`src/rtl/player_input_arbiter_pkg.sv`:
```
// Shared types and constants for the player input arbiter slice:
// FSM state encoding, the 4-bit command struct and the jitter LFSR step.
package player_ctrl_pkg;

   localparam logic [1:0] ST_LOCK  = 2'd0;
   localparam logic [1:0] ST_AI    = 2'd1;
   localparam logic [1:0] ST_HUMAN = 2'd2;

   typedef enum logic [1:0] {
      LOCK  = ST_LOCK,
      AI    = ST_AI,
      HUMAN = ST_HUMAN
   } arb_state_t;

   typedef struct packed {
      logic left;
      logic right;
      logic jump;
      logic smash;
   } ply_cmd_t;

   localparam logic [7:0] LFSR_SEED = 8'hA5;

   // Fibonacci form of x^8+x^6+x^5+x^4+1, shifting towards the MSB
   function automatic logic [7:0] lfsr_step(input logic [7:0] s);
      return {s[6:0], s[7] ^ s[5] ^ s[4] ^ s[3]};
   endfunction

endpackage

```
`src/rtl/player_input_arbiter_if.sv`:
```
// Command/result bundle between key decode, the computer player and physics.
// master drives commands and frame timing; slave is the arbiter.
interface player_input_arbiter_if;

   logic       frame_tick;
   logic       game_active;
   logic       hum_left, hum_right, hum_jump, hum_smash;
   logic       ai_left, ai_right, ai_jump, ai_smash;
   logic       out_move_left, out_move_right, out_jump, out_smash;
   logic       src_is_ai;
   logic [1:0] arb_state;

   modport master (
      output frame_tick, game_active,
      output hum_left, hum_right, hum_jump, hum_smash,
      output ai_left, ai_right, ai_jump, ai_smash,
      input  out_move_left, out_move_right, out_jump, out_smash,
      input  src_is_ai, arb_state
   );

   modport slave (
      input  frame_tick, game_active,
      input  hum_left, hum_right, hum_jump, hum_smash,
      input  ai_left, ai_right, ai_jump, ai_smash,
      output out_move_left, out_move_right, out_jump, out_smash,
      output src_is_ai, arb_state
   );

endinterface

```
`src/rtl/player_input_arbiter_react_delay_line.sv`:
```
// Frame-stepped shift register of AI commands modelling reaction time.
// DEPTH=0 makes the line a plain wire from din to dout.
module react_delay_line
   import player_ctrl_pkg::*;
#(
   parameter int unsigned DEPTH = 3
) (
   input  logic     clk,
   input  logic     rst_n,
   input  logic     en,
   input  logic     clr,
   input  ply_cmd_t din,
   output ply_cmd_t dout
);

   generate
      if (DEPTH == 0) begin : g_bypass
         logic unused_ok;
         assign unused_ok = ^{clk, rst_n, en, clr};
         assign dout      = din;
      end else begin : g_shift
         ply_cmd_t stage [DEPTH];

         // clear has priority so a clear on a frame tick leaves the line empty
         always_ff @(posedge clk or negedge rst_n) begin
            if (!rst_n) begin
               stage <= '{default: '0};
            end else if (clr) begin
               stage <= '{default: '0};
            end else if (en) begin
               stage[0] <= din;
               for (int unsigned i = 1; i < DEPTH; i++) begin
                  stage[i] <= stage[i-1];
               end
            end
         end

         assign dout = stage[DEPTH-1];
      end
   endgenerate

endmodule

```
`src/rtl/player_input_arbiter.sv`:
```
// Per-player arbiter between human pad and computer player (LOCK/AI/HUMAN).
// Define ARB_AI_JITTER_EN to add LFSR-driven hesitation on AI samples.
module player_input_arbiter
   import player_ctrl_pkg::*;
#(
   parameter int unsigned REACT_FRAMES   = 3,
   parameter int unsigned IDLE_FRAMES    = 180,
   parameter int unsigned JUMP_CD_FRAMES = 20
) (
   input  logic                   clk,
   input  logic                   rst_n,
   player_input_arbiter_if.slave  bus
);

   localparam int unsigned IDLE_W = $clog2(IDLE_FRAMES + 1);
   localparam int unsigned CD_W   = $clog2(JUMP_CD_FRAMES + 1);

   arb_state_t        state, state_nxt;
   logic [IDLE_W-1:0] idle_cnt;
   logic [CD_W-1:0]   cd_cnt;
   ply_cmd_t          hum_cmd, ai_cmd, ai_sample, ai_tail, sel;
   logic              hum_any, idle_expire, dl_shift, dl_clr, cd_clr, fire;

   assign hum_cmd     = {bus.hum_left, bus.hum_right, bus.hum_jump, bus.hum_smash};
   assign ai_cmd      = {bus.ai_left, bus.ai_right, bus.ai_jump, bus.ai_smash};
   assign hum_any     = bus.hum_left | bus.hum_right | bus.hum_jump | bus.hum_smash;
   assign idle_expire = bus.frame_tick && (idle_cnt == IDLE_W'(IDLE_FRAMES - 1));
   assign dl_shift    = bus.frame_tick && (state != LOCK);

`ifdef ARB_AI_JITTER_EN
   logic [7:0] lfsr;
   ply_cmd_t   prev_sample;

   always_ff @(posedge clk or negedge rst_n) begin
      if (!rst_n) begin
         lfsr        <= LFSR_SEED;
         prev_sample <= '0;
      end else if (bus.frame_tick) begin
         lfsr <= lfsr_step(lfsr);
         if (dl_shift) prev_sample <= ai_sample;
      end
   end

   assign ai_sample = lfsr[0] ? prev_sample : ai_cmd;
`else
   assign ai_sample = ai_cmd;
`endif

   react_delay_line #(.DEPTH(REACT_FRAMES)) u_delay (
      .clk   (clk),
      .rst_n (rst_n),
      .en    (dl_shift),
      .clr   (dl_clr),
      .din   (ai_sample),
      .dout  (ai_tail)
   );

   always_ff @(posedge clk or negedge rst_n) begin
      if (!rst_n) state <= LOCK;
      else        state <= state_nxt;
   end

   // selection follows the next state so a takeover is visible one clk later
   always_comb begin
      state_nxt = state;
      dl_clr    = 1'b0;
      cd_clr    = 1'b0;
      sel       = '0;
      if (!bus.game_active) begin
         state_nxt = LOCK;
      end else begin
         case (state)
            LOCK: begin
               state_nxt = AI;
               dl_clr    = 1'b1;
               cd_clr    = 1'b1;
            end
            AI:      if (hum_any) state_nxt = HUMAN;
            HUMAN: begin
               if (!hum_any && idle_expire) begin
                  state_nxt = AI;
                  dl_clr    = 1'b1;
               end
            end
            default: state_nxt = LOCK;
         endcase
      end
      if (state_nxt == HUMAN)               sel = hum_cmd;
      else if (state_nxt == AI && !dl_clr)  sel = ai_tail;
      fire = sel.jump && (cd_cnt == '0);
   end

   always_ff @(posedge clk or negedge rst_n) begin
      if (!rst_n) begin
         idle_cnt           <= '0;
         cd_cnt             <= '0;
         bus.out_move_left  <= 1'b0;
         bus.out_move_right <= 1'b0;
         bus.out_jump       <= 1'b0;
         bus.out_smash      <= 1'b0;
         bus.src_is_ai      <= 1'b0;
      end else begin
         if (hum_any)                                                idle_cnt <= '0;
         else if (bus.frame_tick && idle_cnt != IDLE_W'(IDLE_FRAMES)) idle_cnt <= idle_cnt + 1'b1;

         if (cd_clr)                              cd_cnt <= '0;
         else if (fire)                           cd_cnt <= CD_W'(JUMP_CD_FRAMES);
         else if (bus.frame_tick && cd_cnt != '0) cd_cnt <= cd_cnt - 1'b1;

         bus.out_move_left  <= sel.left && !sel.right;
         bus.out_move_right <= sel.right && !sel.left;
         bus.out_jump       <= fire;
         bus.out_smash      <= sel.smash;
         bus.src_is_ai      <= (state_nxt == AI);
      end
   end

   assign bus.arb_state = state;

endmodule

```
`src/flat_wrapper.sv`:
```
// flat-port wrapper written by rule: the top's interface ports become plain ports
module player_input_arbiter_flat import player_ctrl_pkg::*;
#(
   parameter int unsigned REACT_FRAMES   = 3,
   parameter int unsigned IDLE_FRAMES    = 180,
   parameter int unsigned JUMP_CD_FRAMES = 20
)
  (clk, rst_n, bus_frame_tick, bus_game_active, bus_hum_left, bus_hum_right, bus_hum_jump, bus_hum_smash, bus_ai_left, bus_ai_right, bus_ai_jump, bus_ai_smash, bus_out_move_left, bus_out_move_right, bus_out_jump, bus_out_smash, bus_src_is_ai, bus_arb_state);
  player_input_arbiter_if bus_i ();
  input  logic clk;
  input  logic rst_n;
  input wire logic [$bits(bus_i.frame_tick)-1:0] bus_frame_tick;
  input wire logic [$bits(bus_i.game_active)-1:0] bus_game_active;
  input wire logic [$bits(bus_i.hum_left)-1:0] bus_hum_left;
  input wire logic [$bits(bus_i.hum_right)-1:0] bus_hum_right;
  input wire logic [$bits(bus_i.hum_jump)-1:0] bus_hum_jump;
  input wire logic [$bits(bus_i.hum_smash)-1:0] bus_hum_smash;
  input wire logic [$bits(bus_i.ai_left)-1:0] bus_ai_left;
  input wire logic [$bits(bus_i.ai_right)-1:0] bus_ai_right;
  input wire logic [$bits(bus_i.ai_jump)-1:0] bus_ai_jump;
  input wire logic [$bits(bus_i.ai_smash)-1:0] bus_ai_smash;
  output wire logic [$bits(bus_i.out_move_left)-1:0] bus_out_move_left;
  output wire logic [$bits(bus_i.out_move_right)-1:0] bus_out_move_right;
  output wire logic [$bits(bus_i.out_jump)-1:0] bus_out_jump;
  output wire logic [$bits(bus_i.out_smash)-1:0] bus_out_smash;
  output wire logic [$bits(bus_i.src_is_ai)-1:0] bus_src_is_ai;
  output wire logic [$bits(bus_i.arb_state)-1:0] bus_arb_state;
  assign bus_i.frame_tick = bus_frame_tick;
  assign bus_i.game_active = bus_game_active;
  assign bus_i.hum_left = bus_hum_left;
  assign bus_i.hum_right = bus_hum_right;
  assign bus_i.hum_jump = bus_hum_jump;
  assign bus_i.hum_smash = bus_hum_smash;
  assign bus_i.ai_left = bus_ai_left;
  assign bus_i.ai_right = bus_ai_right;
  assign bus_i.ai_jump = bus_ai_jump;
  assign bus_i.ai_smash = bus_ai_smash;
  assign bus_out_move_left = bus_i.out_move_left;
  assign bus_out_move_right = bus_i.out_move_right;
  assign bus_out_jump = bus_i.out_jump;
  assign bus_out_smash = bus_i.out_smash;
  assign bus_src_is_ai = bus_i.src_is_ai;
  assign bus_arb_state = bus_i.arb_state;
  player_input_arbiter #(.REACT_FRAMES(REACT_FRAMES), .IDLE_FRAMES(IDLE_FRAMES), .JUMP_CD_FRAMES(JUMP_CD_FRAMES)) u_core (.clk(clk), .rst_n(rst_n), .bus(bus_i));
endmodule
```
`config.mk`:
```
export PLATFORM = sky130hd
export DESIGN_NAME = player_input_arbiter_flat
export DESIGN_NICKNAME = d
export VERILOG_FILES = /design/src/rtl/player_input_arbiter_pkg.sv /design/src/rtl/player_input_arbiter_if.sv /design/src/rtl/player_input_arbiter_react_delay_line.sv /design/src/rtl/player_input_arbiter.sv /design/src/flat_wrapper.sv
export SDC_FILE = /design/constraint.sdc
export NUM_CORES = 1
export LEC_CHECK = 0
export ABC_AREA = 1
export CAP_MARGIN = 40
export CORE_UTILIZATION = 55
export DETAILED_ROUTE_END_ITERATION = 12
export GPL_ROUTABILITY_DRIVEN = 0
export PLACE_DENSITY = 0.83
export SYNTH_ARGS = -nofsm -noshare
export SYNTH_HDL_FRONTEND = slang
export SYNTH_SLANG_ARGS = --single-unit
```
`constraint.sdc`:
```
create_clock -name clk -period 2.2 [get_ports clk]
set_input_delay 0.33 -clock clk [delete_from_list [all_inputs] [get_ports clk]]
set_output_delay 0.33 -clock clk [all_outputs]
set_load 0.01 [all_outputs]
```
==> metrics.txt <==
Die Height=57.0 µm; Syn. warnings=0; total power=about 1.4 mW; die area=between 3000 and 4000 µm²; Peak VDD IR=around 0.00047 V; die span in x=~57 µm; crit path max-delay cell type=nor4_1; Power per Cell Area=about 700 nW/µm²; #FFs+latches synth=32; initial DRC count=between 50 and 60; largest net degree at the start of global routing=33; DP HPWL=2.13 mm; met3 Track Usage GR=0.0726; via count=1,314; hold-fix buffers at CTS=0; Num CTS Buffers=5; Setup TNS=0 ns; first-pass GRT wire length=slightly above 5 mm; Root Driver=clkbuf_4; post-synthesis cell count=202; Yosys cell types=26; Area growth syn-to-layout=16.9%; CTS tree=done; status=complete, but fails checks; clock slew at reported path FFs=approximately 0.10 ns; worst r2r path cells=8; M1 GR Usage=0.281; htree depth=2; Via density=slightly above 5; post-route ant nets=0; fillers=around 230; drc violations=4; postcts setup bufs=0; reg2reg end=u_core.idle_cnt[7]; crit-path cells=inv_1 -> ha_1 -> nand3_1 -> nand2_1 -> nor4_1 -> nand2_1 -> o21ai_0 -> nor2_1; drt wl/cell=~11 µm; post_cts resized=0; HP Class=in -> async; clk_lat worst skew=0.33 ns; Final #Nets=242; launch point of the worst path=u_core.idle_cnt[0]; Buf/Inv on CP=1; Crit Path Class=reg -> reg; Min Hold Slack=0.382 ns; final hold violation count=0; LEAKAGE=1.08 nW; Rel. slew slack=0.612; syn nets=approximately 220; clk sinks=32; number of global-route vias before repair=1,188; Fmax achieved=approximately 550 MHz; WL final=slightly below 3 mm; TritonRoute pass-1 iters=8; row cnt=19; initial core utilization=0.593; Total GRT Usage=0.207; CP required=approximately 2.4 ns; top cell family by delay on the critical path=simple AND/OR/NAND/NOR gates; antenna diode count=0; Synth Area per Inst=between 8 and 9 µm²; Worst EP arrival=between 2 and 2.5 ns; Setup Skew=between 0.009 and 0.01 ns; port bufs=18; crit end category=register; synthesized area=about 1700 µm²; GR Layer Usage met2=0.309; core area=about 2800 µm²; sequential area share after synthesis=0.482; pins over their slew limit=0; RR Startpoint=u_core.idle_cnt[0]; setup violators final=0; initial antenna violation count=0; period utilization=0.819; Max Cap Viol=0; gr busiest metal=met2; Slew @ Worst Pin=approximately 0.58 ns; crit path launch type=register; Top-Level Pins=19; CP Capture Point=u_core.idle_cnt[7]; clock tree buffer depth=2; Tmin final=roughly 1.8 ns; Worst Path Max Fanout=5; failing checks=design-rule violations; Reg2Reg Setup Slack=around 0.4 ns; most numerous cell on the critical path=nand2_1; unrepaired setup endpoints after global routing=false; CP peak stage delay=~0.46 ns; layout cells sized above 1=0.145; Crit. path cell count=8; grt ovf=0
==> logic make-up (layout without fill, tap and decap cells) <==
group | after synthesis | count (layout) | synth area share
simple gates | 80 | 80 | 0.257
buf+inv | 53 | 79 | 0.127
flops | 32 | 32 | 0.482
compound gates | 31 | 31 | 0.0956
fa+ha+maj | 3 | 3 | 0.0226
xor+xnor | 3 | 3 | 0.0158
==> metal layers <==
metal | wire, µm | vias up
li1 | - | 685
met1 | 1460 | 583
met2 | 1270 | 38
met3 | 161 | 8
met4 | 57 | 0
met5 | 0 | -
==> cells in the final DEF (no fill, tap or decap), types with 3 or more instances in the layout <==
| cell type | n |
|---|---|
| buf_4 | 4 |
| clkbuf_4 | 5 |
| clkdlybuf4s50_1 | 18 |
| nor2_1 | 14 |
| inv_2 | 5 |
| nor3_1 | 6 |
| nand2_2 | 4 |
| ha_1 | 3 |
| o21ai_0 | 10 |
| inv_1 | 44 |
| dfrtp_1 | 32 |
| nand3_2 | 11 |
| nand3_1 | 11 |
| nand2_1 | 26 |
| a21oi_1 | 19 |
==> worst reg2reg max path: cells and delay by family (launching register included) <==
family	cells	cell delay [ns]
adder cells (fa/ha/maj)	1	0.21
buffers and inverters	1	0.08
flip-flops	1	0.38
AO/OA/AOI/OAI	1	0.18
AND/OR/NAND/NOR	5	0.83
==> sequential cells by signal, indices dropped and copies added, names as in the netlist <==
| name | flops |
|---|---|
| u_core.bus.out_move_right | 1 |
| u_core.bus.src_is_ai | 1 |
| u_core.bus.out_smash | 1 |
| u_core.idle_cnt | 8 |
| u_core.u_delay.g_shift.stage | 8 |
| u_core.bus.out_jump | 1 |
| u_core.cd_cnt | 5 |
| u_core.bus.out_move_left | 1 |
| u_core.u_delay.dout | 4 |
| u_core.bus.arb_state | 2 |
==> cell usage after synthesis <==
library cell,n,share of area
a21boi_0,1,0.0045
a21oi_1,19,0.057
and3_1,1,0.0038
buf_2,1,0.0030
buf_4,1,0.0045
buf_6,1,0.0068
clkbuf_1,1,0.0023
dfrtp_1,32,0.48
ha_1,3,0.023
inv_1,44,0.099
inv_2,5,0.011
nand2_1,26,0.059
nand2_2,4,0.015
nand3_1,11,0.033
nand3_2,11,0.066
nand4_1,2,0.0075
nor2_1,14,0.032
nor2_2,1,0.0038
nor2_4,1,0.0068
nor3_1,6,0.018
nor4_1,2,0.0075
o21ai_0,10,0.030
o22ai_1,1,0.0038
or2_4,1,0.0053
xnor2_1,1,0.0053
xor2_1,2,0.011
==> through the flow <==
| step | util | instance area, µm² | cells | setup WS (ns) |
|---|---|---|---|---|
| global placement | 0.672 | 1880 | 251 | 0.187 |
| floorplan | - | 1660 | 202 | 0.581 |
| finish | 0.693 | 1940 | 259 | 0.398 |
| global route | 0.693 | 1940 | 259 | 0.205 |
| detailed placement | 0.672 | 1880 | 251 | 0.138 |
| CTS | 0.693 | 1940 | 259 | 0.402 |
==> power breakdown <==
group          switching (mW)  total (mW)  internal, mW
Clock                   0.192       0.350         0.158
Sequential             0.0493       0.702         0.653
Combinational           0.194       0.333         0.139
==> worst min-delay path by stage <==
stage | startpoint | end | slack (ns) | depth (start not counted)
finish | rst_n | u_core.idle_cnt[2] | 0.38 | 2
global route | rst_n | u_core.cd_cnt[0] | 0.40 | 2
CTS | rst_n | u_core.idle_cnt[2] | 0.39 | 2
detailed placement | u_core.u_delay.dout[2] | u_core.u_delay.dout[2] | 0.46 | 2
global placement | u_core.u_delay.dout[1] | u_core.u_delay.dout[1] | 0.45 | 2
floorplan | rst_n | u_core.bus.arb_state[0] | 0.03 | 0
==> area by class of cell <==
type	count	area (µm²)	share of cell area
Multi-Input combinational cell	117	651	0.335
Sequential cell	32	801	0.412
Clock buffer	8	58.8	0.0303
Inverter	49	184	0.0947
Tap cell	31	38.8	0.0200
Timing Repair Buffer	22	210	0.108
No activity file was read; power rests on OpenSTA's default activity.
